[src/rtl/mult_8_share_arbiter.sv]
// mult_8_share_arbiter: round-robin front end that shares a single mult_8 tile
// between N_REQ requesters. One operand pair is accepted at a time. The block
// waits out the tile latency, captures the product and returns it tagged with
// the index of the requester that supplied the operands.
module mult_8_share_arbiter #(
    parameter int N_REQ        = 4,
    parameter int ID_W         = 2,
    parameter int MULT_LATENCY = 1
) (
    input  logic                 mult_8_clk,
    input  logic                 pReset,
    input  logic [N_REQ-1:0]     req_valid,
    output logic [N_REQ-1:0]     req_ready,
    input  logic [8*N_REQ-1:0]   req_a,
    input  logic [8*N_REQ-1:0]   req_b,
    output logic [7:0]           mult_8_a,
    output logic [7:0]           mult_8_b,
    input  logic [15:0]          mult_8_out,
    output logic                 rsp_valid,
    input  logic                 rsp_ready,
    output logic [15:0]          rsp_data,
    output logic [ID_W-1:0]      rsp_id,
    output logic                 busy
);

    // Counter is wide enough for MULT_LATENCY, and at least one bit when it is 0.
    localparam int               CNT_W    = $clog2(MULT_LATENCY + 2);
    localparam logic [CNT_W-1:0] LAT_INIT = CNT_W'(MULT_LATENCY);

    // Elaboration-time sanity checks on the parameter set.
    if (N_REQ < 2 || N_REQ > 8) begin : g_bad_nreq
        $error("mult_8_share_arbiter: N_REQ must be in 2..8");
    end
    if (ID_W != $clog2(N_REQ)) begin : g_bad_idw
        $error("mult_8_share_arbiter: ID_W must equal clog2(N_REQ)");
    end

    typedef enum logic [1:0] {
        S_IDLE = 2'd0,
        S_WAIT = 2'd1,
        S_RESP = 2'd2
    } state_t;

    state_t            state_q;
    logic [ID_W-1:0]   rr_ptr_q;
    logic [ID_W-1:0]   rr_ptr_d;
    logic [CNT_W-1:0]  cnt_q;
    logic [7:0]        op_a_q;
    logic [7:0]        op_b_q;
    logic              rsp_valid_q;
    logic [15:0]       rsp_data_q;
    logic [ID_W-1:0]   rsp_id_q;

    logic              grant_vld;
    logic [ID_W-1:0]   grant_idx;
    logic [7:0]        grant_a;
    logic [7:0]        grant_b;

    // Round-robin search: first valid requester at or above rr_ptr, wrapping.
    always_comb begin
        int j;
        j         = 0;
        grant_vld = 1'b0;
        grant_idx = '0;
        grant_a   = '0;
        grant_b   = '0;
        for (int k = 0; k < N_REQ; k++) begin
            j = int'(rr_ptr_q) + k;
            if (j >= N_REQ) begin
                j = j - N_REQ;
            end
            if (!grant_vld && req_valid[j]) begin
                grant_vld = 1'b1;
                grant_idx = ID_W'(j);
                grant_a   = req_a[8*j +: 8];
                grant_b   = req_b[8*j +: 8];
            end
        end
    end

    // Pointer moves to the requester just after the winner, wrapping at N_REQ.
    always_comb begin
        if (int'(grant_idx) == N_REQ - 1) begin
            rr_ptr_d = '0;
        end else begin
            rr_ptr_d = grant_idx + 1'b1;
        end
    end

    // Ready is a one-hot echo of the grant, only while idle.
    always_comb begin
        req_ready = '0;
        if (state_q == S_IDLE && grant_vld) begin
            req_ready[grant_idx] = 1'b1;
        end
    end

    // Sequencer: accept one pair, wait the tile latency, hold the result until taken.
    always_ff @(posedge mult_8_clk or posedge pReset) begin
        if (pReset) begin
            state_q     <= S_IDLE;
            rr_ptr_q    <= '0;
            cnt_q       <= '0;
            op_a_q      <= '0;
            op_b_q      <= '0;
            rsp_valid_q <= 1'b0;
            rsp_data_q  <= '0;
            rsp_id_q    <= '0;
        end else begin
            case (state_q)
                S_IDLE: begin
                    if (grant_vld) begin
                        op_a_q   <= grant_a;
                        op_b_q   <= grant_b;
                        rsp_id_q <= grant_idx;
                        rr_ptr_q <= rr_ptr_d;
                        cnt_q    <= LAT_INIT;
                        state_q  <= S_WAIT;
                    end
                end
                S_WAIT: begin
                    // Zero count means the tile output now reflects the held operands.
                    if (cnt_q != '0) begin
                        cnt_q <= cnt_q - 1'b1;
                    end else begin
                        rsp_data_q  <= mult_8_out;
                        rsp_valid_q <= 1'b1;
                        state_q     <= S_RESP;
                    end
                end
                S_RESP: begin
                    // rsp_valid is always high here, so rsp_ready alone completes the handshake.
                    if (rsp_ready) begin
                        rsp_valid_q <= 1'b0;
                        state_q     <= S_IDLE;
                    end
                end
                default: begin
                    state_q <= S_IDLE;
                end
            endcase
        end
    end

    assign mult_8_a  = op_a_q;
    assign mult_8_b  = op_b_q;
    assign rsp_valid = rsp_valid_q;
    assign rsp_data  = rsp_data_q;
    assign rsp_id    = rsp_id_q;
    assign busy      = (state_q != S_IDLE);

endmodule

[config.mk]
export PLATFORM = sky130hd
export DESIGN_NAME = mult_8_share_arbiter
export DESIGN_NICKNAME = d
export VERILOG_FILES = /design/src/rtl/mult_8_share_arbiter.sv
export SDC_FILE = /design/constraint.sdc
export NUM_CORES = 1
export LEC_CHECK = 0
export CELL_PAD_IN_SITES_DETAIL_PLACEMENT = 1
export CELL_PAD_IN_SITES_GLOBAL_PLACEMENT = 2
export CORE_MARGIN = 2
export CORE_UTILIZATION = 31
export CTS_BUF_LIST = sky130_fd_sc_hd__clkbuf_4
export CTS_CLUSTER_DIAMETER = 100
export DETAILED_ROUTE_END_ITERATION = 10
export GPL_TIMING_DRIVEN = 0
export PLACE_DENSITY = 0.81
export SYNTH_ARGS = -nofsm -noshare
export SYNTH_HDL_FRONTEND = slang
export SYNTH_SLANG_ARGS = --single-unit
[constraint.sdc]
create_clock -name mult_8_clk -period 5.5 [get_ports mult_8_clk]
set_clock_uncertainty 0.05 [all_clocks]
set_input_delay 1.65 -clock mult_8_clk [delete_from_list [all_inputs] [get_ports mult_8_clk]]
set_output_delay 1.65 -clock mult_8_clk [all_outputs]
set_load 0.03 [all_outputs]
==> impl_metrics.csv <==
group,metric,value,unit
sta,slew_headroom,49.4,%
worst_setup_path,slowest_stage,"mux4_2",
global_routing,antenna_found_initial,0,
sta,fin_crit_sh,97.9,%
cells_and_area,final_cells,677,
cells_and_area,nFillCells,1445,
worst_setup_path,crit_fanout,10,
die,die-area,14600,um^2
clocking,cts_tree,"yes",
sta,tns,0,ns
sta,rsz0062_at_grt,"false",
cells_and_area,stdcell_area,5840,um^2
worst_setup_path,path_class,"input pin to output pin",
global_routing,grt_pass1_wl,23.8,mm
clocking,cts_htree_levels,2,
synthesis,synthAdderAreaFrac,2.96,%
synthesis,yosys-top-cells-area,"mux4_2 (28%), dfrtp_1 (24%), mux2i_1 (9.0%)",
synthesis,synth_mux_area_share,42.7,%
placement,placed_cell_area,5710,um^2
sta,hold_violations,0,
clocking,clock_sinks,41,
routing,wirelength,15.2,mm
synthesis,synthTopCellsByCount,"mux4_2 (52), dfrtp_1 (41), mux2i_1 (38), o221ai_1 (31)",
clocking,ctsLongestPathBuffers,2,
power_and_ir_drop,p_per_area,680,nW/um^2
worst_hold_path,min_path_type,"flop to flop",
synthesis,synthFlopType,"dfrtp_1",
sta,fin_crit,5.39,ns
clocking,cts-root-buf,"clkbuf_4",
routing,drt_iter0_drc,285,
global_routing,grt_max_degree,32,
synthesis,yosysMostFrequentCell,"mux4_2",
routing,wl_per_cell,22.5,um
worst_setup_path,worstSetupEndpointType,"output pin",
synthesis,synth_top_family_by_area,"multiplexers",
cells_and_area,final_nets,596,
clocking,clkLatencyLatePin,0.38,ns
synthesis,async_reset_ff_share,100,%
worst_setup_path,required,3.80,ns
sta,drv_slew,0,
clocking,cts-buffers-inserted,5,
synthesis,yosys_warnings,0,
placement,gp_congestion,0.832,
worst_setup_path,cp-start-kind,"input pin",
die,coreArea,13300,um^2
worst_setup_path,crit_chain,"clkbuf_2, mux4_2, or2_1, buf_6, a21o_1, a32o_2, inv_1, ha_1, and2_1, buf_4",
power_and_ir_drop,peakVddDrop,0.000355,V
synthesis,synth_nets,465,
synthesis,syn_area,4230,um^2
synthesis,synth_xor_area_share,0.414,%
routing,viasPerCell,5.94,
power_and_ir_drop,leakagePower,2.26,nW
synthesis,yosys.area_share.simple,8.17,%
synthesis,yosysSeqAreaShare,24.3,%
routing,vias,4019,
global_routing,grt_use_total,21.2,%
die,die_w,121,um
synthesis,synth.largest_area_cell,"mux4_2",
sta,worst_pin_slew,0.759,ns
placement,place_hpwl,11.2,mm
global_routing,grt_pass1_vias,4293,
synthesis,syn_inst,368,
routing,ant_nets,0,
clocking,hold_buffers,0,
die,ioPinCount,127,
synthesis,synth.distinct_cells,41,
die,row_count,42,
placement,numPortBuffers,124,
placement,place_inst,669,
worst_setup_path,path_buf_inv,4,
routing,drcViolationCount,0,
die,die_height,121,um
synthesis,synth_top_area_share,27.7,%
routing,dr.pass1.iters,5,
die,initial_core_util,31.8,%
run,maxCapViolCount,0,
synthesis,synth_edf_count,0,
status,outcome,"finished, final reports clean",
worst_setup_path,crit_arrival,3.69,ns
sta,fmax,186,MHz
synthesis,synth-compound-area-share,15.4,%
synthesis,syn_area_per_cell,11.5,um^2
global_routing,overflow,0,
synthesis,ys_ff_latch,41,
clocking,clk_pin_slew_worst_paths,0.10,ns
worst_setup_path,slowest_delay,0.51,ns
cells_and_area,drive_gt1_share,28.6,%
worst_setup_path,crit_family,"buffers and inverters",
sta,finalSetupViolCount,0,
cells_and_area,syn_to_final_growth,38.2,%
cells in the final DEF (no fill, tap or decap), drive strengths merged:
cell | netlist | routed
clkdlybuf4s50 | 0 | 118
mux4 | 52 | 52
dfrtp | 41 | 41
mux2i | 38 | 38
buf | 28 | 35
o221ai | 31 | 31
mux2 | 22 | 22
nor2 | 21 | 21
nand2 | 21 | 21
clkbuf | 14 | 19
a31oi | 17 | 17
and3 | 15 | 15
a31o | 15 | 15
ha | 10 | 10
inv | 8 | 9
a21oi | 4 | 4
and2 | 4 | 4
nand2b | 3 | 3
o21ai | 3 | 3
o22ai | 2 | 2
o31ai | 2 | 2
xnor2 | 2 | 2
or2 | 2 | 2
nand3 | 2 | 2
diode | 0 | 1
o21bai | 1 | 1
o41a | 1 | 1
or3 | 1 | 1
a221oi | 1 | 1
nor2b | 1 | 1
o21a | 1 | 1
nand3b | 1 | 1
a211o | 1 | 1
a21o | 1 | 1
a32o | 1 | 1
bufinv | 0 | 1
clkinv | 1 | 1
power by group:
group	switching [mW]	leakage (nW)	internal (mW)
sequential	0.0875	0.473	0.463
clock	0.113	0.0433	0.0996
combinational	1.71	1.75	1.50
total	1.91	2.26	2.06
flip-flops by register name, summed over array words and instances, names as in the netlist:
register   flops
rsp_data      16
rsp_id         2
state_q        2
rr_ptr_q       2
cnt_q          2
rsp_valid      1
mult_8_b       8
mult_8_a       8
worst register-to-register path, stage by stage (launching register included):
cell and delay, ns:
dfrtp_1 0.39, buf_6 0.14, buf_6 0.15, buf_8 0.22
inv_1 0.15, ha_4 0.32, mux4_2 0.52, or2_1 0.25
buf_6 0.16, a221oi_4 0.46, buf_6 0.23, nand2_1 0.08
a31oi_1 0.20
cell type report:
| type | instances | area, um^2 | area share [%] |
|---|---|---|---|
| plain buffers | 39 | 246 | 4.22 |
| repair buffers | 127 | 1250 | 21.5 |
| clock inverters | 2 | 33.8 | 0.578 |
| well taps | 176 | 220 | 3.77 |
| flip-flops and latches | 41 | 1030 | 17.6 |
| clock buffers | 6 | 45.0 | 0.771 |
| diodes | 1 | 2.50 | 0.0428 |
| multi-input cells | 276 | 2970 | 50.9 |
| inverters | 9 | 41.3 | 0.707 |
timing repair:
item,CTS,global route
gates cloned,0,0
gates resized for setup,50,11
buffers inserted,2,0
pin swaps,0,0
setup endpoints to repair,4,4
logic make-up after synthesis:
| family | Yosys count |
|---|---|
| compound gates | 81 |
| xor+xnor | 2 |
| fa+ha+maj | 10 |
| buf+inv | 51 |
| flops | 41 |
| mux | 112 |
| simple gates | 71 |
through the flow:
stage	total power [mW]	utilization [%]	setup slack [ns]	hold WS, ns
after floorplan	2.74	-	0.130	0.444
after global placement	3.63	42.8	-1.21	0.436
after detailed placement	3.71	42.9	-1.27	0.445
after CTS	4.00	44.0	0.0323	0.472
after global routing	4.24	43.9	0.0119	0.492
final	3.97	43.9	0.114	0.469
worst paths after layout:
path | startpoint | endpoint | slack (ns) | cells after the start
min in group asynchronous | pReset | mult_8_b[2] | 1.45 | 2
hold / removal | rsp_data[6] | rsp_data[6] | 0.47 | 1
setup / recovery | req_valid[0] | req_ready[3] | 0.11 | 10
hold reg to reg | rsp_data[6] | rsp_data[6] | 0.47 | 1
setup reg to reg | rr_ptr_q[0] | mult_8_a[1] | 2.15 | 12
max in group asynchronous | pReset | rr_ptr_q[0] | 3.45 | 3
routing by layer:
layer / vias up / part of all wire, % / wire, um / track usage (%)
met1: 2045 / 42 / 6380 / 27.5
met5: - / 0 / 0 / 0
li1: 1753 / - / - / -
met2: 200 / 50 / 7600 / 36.6
met4: 0 / 1.8 / 269 / 5.74
met3: 21 / 6.3 / 960 / 3.44
(Power assumes the default switching activity.)
